`src/rtl/phy_tx_lane_serializer_pkg.sv`:
```
// Shared constants and types for the single-lane PHY transmit serializer.
// The RX lane deserializer imports the same symbol definitions.
package phy_tx_lane_serializer_pkg;

  localparam int unsigned SYM_W           = 8;
  localparam int unsigned BIT_CNT_W       = 3;
  localparam int unsigned FIFO_CNT_W      = 2;
  localparam int unsigned DEF_TRAIN_COUNT = 4;

  typedef logic [SYM_W-1:0] sym_t;

  localparam sym_t DEF_COM_SYM  = 8'hBC;
  localparam sym_t DEF_IDLE_SYM = 8'hBC;

  typedef enum logic {
    ST_TRAIN  = 1'b0,
    ST_ACTIVE = 1'b1
  } tx_state_e;

endpackage

```
`src/rtl/phy_tx_lane_serializer_fifo2.sv`:
```
// Two-entry synchronous byte FIFO feeding the lane serializer.
// Flags decode the occupancy register; full_next_c_o previews occupancy after this edge.
module phy_tx_lane_serializer_fifo2
  import phy_tx_lane_serializer_pkg::*;
(
  input  logic clk_i,
  input  logic rst_ni,
  input  logic push_i,
  input  logic pop_i,
  input  sym_t wdata_i,
  output sym_t rdata_c_o,
  output logic empty_c_o,
  output logic full_next_c_o
);

  sym_t                  mem_q [2];
  logic                  wr_ptr_q, wr_ptr_d;
  logic                  rd_ptr_q, rd_ptr_d;
  logic [FIFO_CNT_W-1:0] cnt_q, cnt_d;
  logic                  full_c, do_push, do_pop;

  always_comb begin
    full_c        = (cnt_q == FIFO_CNT_W'(2));
    empty_c_o     = (cnt_q == '0);
    do_push       = push_i && !full_c;
    do_pop        = pop_i && !empty_c_o;
    wr_ptr_d      = wr_ptr_q ^ do_push;
    rd_ptr_d      = rd_ptr_q ^ do_pop;
    cnt_d         = cnt_q + FIFO_CNT_W'(do_push) - FIFO_CNT_W'(do_pop);
    full_next_c_o = (cnt_d == FIFO_CNT_W'(2));
    rdata_c_o     = mem_q[rd_ptr_q];
  end

  always_ff @(posedge clk_i) begin
    if (!rst_ni) begin
      wr_ptr_q <= 1'b0;
      rd_ptr_q <= 1'b0;
      cnt_q    <= '0;
    end else begin
      wr_ptr_q <= wr_ptr_d;
      rd_ptr_q <= rd_ptr_d;
      cnt_q    <= cnt_d;
    end
  end

  // Storage needs no reset: occupancy gates every read.
  always_ff @(posedge clk_i) begin
    if (do_push) mem_q[wr_ptr_q] <= wdata_i;
  end

endmodule

```
`src/rtl/phy_tx_lane_serializer.sv`:
```
// Single-lane PHY TX serializer: trains with COM symbols after reset, then
// sends queued bytes (or IDLE) MSB-first, one symbol every 8 clk_8f cycles.
module phy_tx_lane_serializer
  import phy_tx_lane_serializer_pkg::*;
#(
  parameter int unsigned TRAIN_COUNT = DEF_TRAIN_COUNT,
  parameter sym_t        COM_SYM     = DEF_COM_SYM,
  parameter sym_t        IDLE_SYM    = DEF_IDLE_SYM
) (
  input  logic             clk_8f,
  input  logic             reset,
  input  logic [SYM_W-1:0] data_in,
  input  logic             valid_in,
  output logic             ready_out,
  output logic             data_out,
  output logic             sym_start,
  output logic             active_out,
  output logic             com_err
);

  localparam int unsigned TRAIN_CNT_W = $clog2(TRAIN_COUNT + 1);
  localparam logic [TRAIN_CNT_W-1:0] TRAIN_LAST = TRAIN_CNT_W'(TRAIN_COUNT - 1);
  localparam logic [BIT_CNT_W-1:0]   LOAD_CNT   = BIT_CNT_W'(SYM_W - 1);

  tx_state_e              state_q, state_d;
  logic [BIT_CNT_W-1:0]   bit_cnt_q, bit_cnt_d;
  logic [TRAIN_CNT_W-1:0] train_cnt_q, train_cnt_d;
  sym_t                   shift_q, shift_d;
  logic                   data_out_q, data_out_d;
  logic                   sym_start_q, sym_start_d;
  logic                   active_q, active_d;
  logic                   com_err_q, com_err_d;
  logic                   ready_q, ready_d;
  logic                   load_c, push_c, pop_c;
  sym_t                   sym_c, fifo_head_c;
  logic                   fifo_empty_c, fifo_full_next_c;

  phy_tx_lane_serializer_fifo2 u_fifo (
    .clk_i         (clk_8f),
    .rst_ni        (reset),
    .push_i        (push_c),
    .pop_i         (pop_c),
    .wdata_i       (data_in),
    .rdata_c_o     (fifo_head_c),
    .empty_c_o     (fifo_empty_c),
    .full_next_c_o (fifo_full_next_c)
  );

  // Symbol scheduling: shift out between load edges, pick the next symbol on a load edge.
  always_comb begin
    state_d     = state_q;
    bit_cnt_d   = bit_cnt_q + BIT_CNT_W'(1);
    train_cnt_d = train_cnt_q;
    shift_d     = {shift_q[SYM_W-2:0], 1'b0};
    data_out_d  = shift_q[SYM_W-1];
    sym_start_d = 1'b0;
    active_d    = active_q;
    pop_c       = 1'b0;
    sym_c       = IDLE_SYM;
    load_c      = (bit_cnt_q == LOAD_CNT);
    push_c      = valid_in && ready_q;
    com_err_d   = push_c && (data_in == COM_SYM);

    if (load_c) begin
      unique case (state_q)
        ST_TRAIN: begin
          sym_c       = COM_SYM;
          train_cnt_d = train_cnt_q + TRAIN_CNT_W'(1);
          if (train_cnt_q == TRAIN_LAST) state_d = ST_ACTIVE;
        end
        ST_ACTIVE: begin
          active_d = 1'b1;
          if (!fifo_empty_c) begin
            sym_c = fifo_head_c;
            pop_c = 1'b1;
          end
        end
        default: state_d = ST_TRAIN;
      endcase
      shift_d     = {sym_c[SYM_W-2:0], 1'b0};
      data_out_d  = sym_c[SYM_W-1];
      sym_start_d = 1'b1;
    end

    // Registered from next occupancy, so there is no combinational path from pop.
    ready_d = !fifo_full_next_c;
  end

  always_ff @(posedge clk_8f) begin
    if (!reset) begin
      state_q     <= ST_TRAIN;
      bit_cnt_q   <= LOAD_CNT;
      train_cnt_q <= '0;
      shift_q     <= '0;
      data_out_q  <= 1'b0;
      sym_start_q <= 1'b0;
      active_q    <= 1'b0;
      com_err_q   <= 1'b0;
      ready_q     <= 1'b0;
    end else begin
      state_q     <= state_d;
      bit_cnt_q   <= bit_cnt_d;
      train_cnt_q <= train_cnt_d;
      shift_q     <= shift_d;
      data_out_q  <= data_out_d;
      sym_start_q <= sym_start_d;
      active_q    <= active_d;
      com_err_q   <= com_err_d;
      ready_q     <= ready_d;
    end
  end

  assign data_out   = data_out_q;
  assign sym_start  = sym_start_q;
  assign active_out = active_q;
  assign com_err    = com_err_q;
  assign ready_out  = ready_q;

endmodule

```
`config.mk`:
```
export PLATFORM = sky130hd
export DESIGN_NAME = phy_tx_lane_serializer
export DESIGN_NICKNAME = d
export VERILOG_FILES = /design/src/rtl/phy_tx_lane_serializer_pkg.sv /design/src/rtl/phy_tx_lane_serializer_fifo2.sv /design/src/rtl/phy_tx_lane_serializer.sv
export SDC_FILE = /design/constraint.sdc
export NUM_CORES = 1
export LEC_CHECK = 0
export ABC_CLOCK_PERIOD_IN_PS = 2430
export CELL_PAD_IN_SITES_DETAIL_PLACEMENT = 1
export CELL_PAD_IN_SITES_GLOBAL_PLACEMENT = 1
export CORE_MARGIN = 2
export CORE_UTILIZATION = 44
export CTS_BUF_LIST = sky130_fd_sc_hd__clkbuf_4 sky130_fd_sc_hd__clkbuf_8 sky130_fd_sc_hd__clkbuf_16
export CTS_CLUSTER_DIAMETER = 40
export CTS_CLUSTER_SIZE = 25
export DETAILED_ROUTE_END_ITERATION = 12
export GPL_ROUTABILITY_DRIVEN = 1
export PLACE_DENSITY = 0.88
export SYNTH_ARGS = -nofsm -noshare
export SYNTH_HDL_FRONTEND = slang
export SYNTH_SLANG_ARGS = --single-unit
```
`constraint.sdc`:
```
create_clock -name clk_8f -period 2.43 [get_ports clk_8f]
set_input_delay 0.243 -clock clk_8f [delete_from_list [all_inputs] [get_ports clk_8f]]
set_output_delay 0.243 -clock clk_8f [all_outputs]
set_load 0.01 [all_outputs]
```
======== Yosys cells after proc, flatten, opt, wreduce, memory -nomap -nowiden ========
Memory sizes are Yosys's and may differ from the RTL's. A register that Yosys moved wholly into a read port is not among the register bits.
Cells that the tools add are included.
cells by class
  add/subtract/negate cells ............... 4
  equality and inequality tests ........... 5
  multiplexer cells ....................... 13
  bitwise gates (word level) .............. 3
  reductions and logical operators ........ 10
operators with widths
  cell                   count
  $mux W8                2
  $pmux W8 S2            1
  $mux W1                10
  $eq A8 B8 Y1 const B   1
  $add A3 B1 Y3 const B  2
  $eq A2 B2 Y1 const B   2
  $logic_and A1 B1 Y1    4
  $reduce_and A2 Y1      2
  $eq A3 B2 Y1 const B   1
  $eq A3 B3 Y1 const B   1
  $logic_not A1 Y1       3
  $add A2 B1 Y2          1
  $logic_not A2 Y1       1
  $sub A2 B1 Y2          1
  $xor A1 B1 Y1          2
  $not A1 Y1             1
word-level totals
  register bits after elaboration ......... 24
  RAM bits ................................ 16
  input port bits ......................... 11
  output and inout bits ................... 5
  word-level logic and storage cells ...... 48
  memories ................................ 1
memories
  memory        depth  width  rd ports  clocked after Yosys merged registers in  wr ports  RTL line                            source
  u_fifo.mem_q  2      8      1         1                                        1         phy_tx_lane_serializer_fifo2.sv:16  sym_t mem_q [2];

======== Depth between registers and ports, before layout ========
  depth in word-level cells ............... 8
  depth in mapped cells ................... 10
  gate-level depth less buffers ........... 10

======== Cells and area by module ========
A second synthesis with hierarchy kept.
second synthesis, totals
  cell total of the unflattened synthesis .. 115
  area total of the unflattened synthesis .. 1,567.8 um2
modules (own cells, without submodules)
  module                        times used  cells each  area each (um2)
  phy_tx_lane_serializer_fifo2  1           50          837.1
  phy_tx_lane_serializer        1           65          730.7

======== Worst setup path after synthesis ========
No wires, ideal clock.
  kind .................................... register to register
  from .................................... reg bit_cnt_q[0]
  to ...................................... reg ready_q, in the netlist ready_out
  arrival ................................. 1.812 ns
  path slack .............................. 0.504 ns
  cell stages (with the launch flop) ...... 11
  path buffers ............................ 0
  clock period less this slack ............ 1.926 ns
  path through ............................ dfxtp_1 -> ha_1 -> ha_1 -> o211ai_4 -> inv_2 -> ha_1 -> inv_1 -> ha_1 -> xor2_1 -> xnor2_1 -> o21a_1
on the way
  cells in the longest elaborated chain, start to end .. 6
ends and longest elaborated chain
  item                    RTL line                            source
  start, declared         phy_tx_lane_serializer.sv:26        logic [BIT_CNT_W-1:0] bit_cnt_q, bit_cnt_d;
  start signal, assigned  phy_tx_lane_serializer.sv:102       bit_cnt_q <= bit_cnt_d;
  $eq A3 B3 Y1            phy_tx_lane_serializer.sv:60        load_c = (bit_cnt_q == LOAD_CNT);
  via load_c              phy_tx_lane_serializer.sv:34        logic load_c, push_c, pop_c;
  $mux W1                 phy_tx_lane_serializer.sv:64        if (load_c) begin
  $logic_and A1 B1 Y1     phy_tx_lane_serializer_fifo2.sv:26  do_pop = pop_i && !empty_c_o;
  $sub A2 B1 Y2           phy_tx_lane_serializer_fifo2.sv:29  cnt_d = cnt_q + FIFO_CNT_W'(do_push) - FIFO_CNT_W'(do_pop);
  $eq A2 B2 Y1            phy_tx_lane_serializer_fifo2.sv:30  full_next_c_o = (cnt_d == FIFO_CNT_W'(2));
  $logic_not A1 Y1        phy_tx_lane_serializer.sv:86        ready_d = !fifo_full_next_c;
  end signal, assigned    phy_tx_lane_serializer.sv:109       ready_q <= ready_d;
  end, declared           phy_tx_lane_serializer.sv:33        logic ready_q, ready_d;
The timed path passes the listed nets, and every way through them passes these cells.
A chain may end at the register's enable or synchronous reset.

======== Worst setup path in the final report ========
Same ends and word-level chain as after synthesis.

==> results by group <==
Setup path
  • Most used cell, CP: ha_1
  • Critical Path Start Type: flip-flop
  • R2R depth: 10
  • Max stage delay on crit path: 0.34 ns
  • Crit path cell chain: ha_1, ha_1, o211ai_4, inv_2, ha_1, inv_1, ha_1, xor2_1, xnor2_1, o21a_1
  • Critical-path top delay cell: dfxtp_1
  • Setup CP Type: reg2reg
  • Worst setup EP type: flip-flop
  • Reg2reg end: ready_out$_SDFF_PN0_
  • Worst r2r src: bit_cnt_q[0]$_SDFF_PN1_
  • CP Max Fanout: 7
  • Data arrival, critical path: 2.35 ns
  • R2r setup slk: 0.33 ns
  • Crit path required time: 2.68 ns

STA
  • Skew final: 0.00742 ns
  • Rel. slew slack: 51.1%
  • Post-layout minimum cycle time: 2.10 ns
  • Setup violators final: 0
  • Final Hold Vio Count: 0
  • RSZ-0062 raised after global routing: no
  • Tcrit/Tclk final: 86.6%
  • Final Max Slew Viols: 0
  • Fmax: 475 MHz
  • Worst slew pin tran: 0.731 ns
  • TNS Setup: 0 ns

Hold path
  • Cell depth of the worst hold path: 1
  • Worst Hold Class: reg2reg
  • HP Start: bit_cnt_q[0]$_SDFF_PN1_
  • Worst Hold End: bit_cnt_q[0]$_SDFF_PN1_

Finish
  • Fin nets: 152
  • Post-Layout Inst Area: 0.00176 sq mm
  • Layout fillers: 356
  • Area occupied by multi-input gates: 492 sq um
  • Storage cell area: 961 sq um
  • Area growth syn-to-layout: 16.8%
  • Commonest non-fill, non-tap cell in the layout: dfxtp_1
  • Most frequent cells in the layout: dfxtp_1 (24), edfxtp_1 (16), clkdlybuf4s50_1 (15)
  • Diode count: 0
  • Layout cells sized above 1: 9.70%

Clocking
  • Htree depth: 2
  • # resized after CTS: 0
  • Root Driver: clkbuf_4
  • Max Buffers Root-to-Sink: 2
  • Clock Latency Late Sink: 0.35 ns
  • Setup repair bufs after CTS: 0
  • Clock sink count: 40
  • Cts hold-fix bufs: 0
  • CTS Buf Count: 5
  • Clock slew at reported path FFs: 0.11 ns
  • CTS tree: done

Global route
  • Tot GR Track Use: 15.8%
  • Global routing met2 resource utilization: 28.1%
  • GR Overflow Total: 0
  • Largest net degree at the start of global routing: 25
  • First-pass GRT wire length: 4.52 mm
  • Number of global-route vias before repair: 1027
  • Gr busiest metal: met2
  • Initial antenna violation count: 0
  • M1 GR Usage: 14.1%
  • Met3 Usage GRT: 6.13%

Synthesis
  • Yosys top cell area share: 32.0%
  • Sequential share of the synthesized area: 63.9%
  • Syn Inst Count: 114
  • Avg Cell Area, Syn: 13.2 sq um
  • Yosys top cell by area: dfxtp_1
  • Largest cells by area after synthesis: dfxtp_1 (32%), edfxtp_1 (32%), ha_1 (6.7%)
  • FF+latch count, synth: 40
  • Ys async rst share: 0%
  • Synth Flop Type: dfxtp_1
  • Syn Std Cell Area: 0.00150 sq mm
  • Post-synth cell types: 27
  • Syn_nets: 133
  • Warning count from the yosys run: 0
  • Post-synth EDFFs: 16

Detailed routing
  • Drt drc: 0
  • DR pass1 iterations: 4
  • Vias: 900
  • Via-to-Cell Ratio: 5.00
  • Routed wire per std cell: 15.0 um
  • Final ANT Viol Nets: 0
  • Starting DRC count in detailed routing: 26
  • Total Wirelength: 2.71 mm

Die
  • IO Pins: 16
  • Cell Rows: 21
  • Core area: 0.00331 sq mm
  • Initial Util: 45.4%
  • Die height: 62.4 um
  • Die width: 62.4 um
  • DIE AREA: 0.00390 sq mm

Status
  • Status: complete, no violations

Placed design
  • IO buf count: 15
  • Final HPWL DP: 1.99 mm
  • Gp weighted congestion: 0.726
  • Cell Area, Placed: 0.00169 sq mm

Power and ir drop
  • Leak Pwr: 0.673 nW
  • Power Dens Cells: 717 mW/mm^2
  • VDD IR max: 407 uV

Job
  • Maximum capacitance violations: 0
[sequential cells by signal (all words and copies together), names as in the netlist, named ones only]
register	cells
u_fifo.cnt_q	2
active_out	1
ready_out	1
shift_q	7
u_fifo.mem_q	16
data_out	1
state_q	1
com_err	1
train_cnt_q	3
u_fifo.rd_ptr_q	1
bit_cnt_q	3
u_fifo.wr_ptr_q	1
sym_start	1
[kinds of logic after synthesis]
| logic type | synth area share, % |
|---|---|
| DFF | 63.9 |
| adders and majority gates | 6.66 |
| muxes | 6.33 |
| buffers and inverters | 3.33 |
| AOI/OAI and AO/OA | 7.74 |
| and+or+nand+nor | 9.66 |
| xor gates and xnor gates | 2.33 |
[power by group]
| part | switching [W] | internal, W | total (W) | leakage [nW] |
|---|---|---|---|---|
| clock | 0.000207 | 0.000138 | 0.000345 | 0.0380 |
| combinational | 0.0000722 | 0.0000754 | 0.000148 | 0.291 |
| sequential | 0.0000202 | 0.000747 | 0.000767 | 0.344 |
[worst max-delay path, delay by kind of cell (launching register included)]
family / cells / cell delay [ns]
flops: 1 / 0.34
buf+inv: 2 / 0.15
compound gates: 2 / 0.29
fa+ha+maj: 4 / 0.91
xor+xnor: 2 / 0.32
[layout make-up]
cell class / instances / share of cell area, %
sequential: 40 / 54.7
multi-input combinational: 63 / 28.0
clock buffer: 6 / 2.92
inverter: 7 / 1.50
clock inverter: 2 / 0.570
tap: 46 / 3.28
timing repair buffer: 16 / 8.98
[worst max path at each step]
stage	start	depth (start not counted)	endpoint
global placement	bit_cnt_q[0]$_SDFF_PN1_	10	ready_out$_SDFF_PN0_
CTS	bit_cnt_q[0]$_SDFF_PN1_	10	ready_out$_SDFF_PN0_
global route	bit_cnt_q[0]$_SDFF_PN1_	10	ready_out$_SDFF_PN0_
detailed placement	bit_cnt_q[0]$_SDFF_PN1_	10	ready_out$_SDFF_PN0_
floorplan	bit_cnt_q[0]$_SDFF_PN1_	10	ready_out$_SDFF_PN0_
finish	bit_cnt_q[0]$_SDFF_PN1_	10	ready_out$_SDFF_PN0_
[synth_stat cells, types with 2 or more instances]
library cell  instances
xnor2_1               2
xor2_1                2
a21oi_1               8
o22ai_1               2
edfxtp_1             16
dfxtp_1              24
mux2i_1               8
o21ai_0               5
ha_1                  8
nor2b_1               5
nand2b_1              2
inv_1                 6
clkbuf_1              2
nand2_1               5
and2_1                7
[stage by stage]
step	instances	total power, W	setup WS, ns	utilization, %	hold slack, ns
global route	180	0.00132	0.204	53.0	0.427
finish	180	0.00126	0.327	53.0	0.410
detailed placement	172	0.000933	0.328	51.2	0.386
global placement	172	0.000916	0.450	51.2	0.370
floorplan	114	0.000868	0.504	-	0.316
CTS	180	0.00127	0.305	53.0	0.411
[layer usage]
metal	routed length [um]	share of wire [%]	vias to the layer above
met2	1410	52	26
met1	1030	38	430
met3	142	5.2	16
li1	-	-	428
met5	0	0	-
met4	130	4.8	0
(Power assumes the default switching activity.)
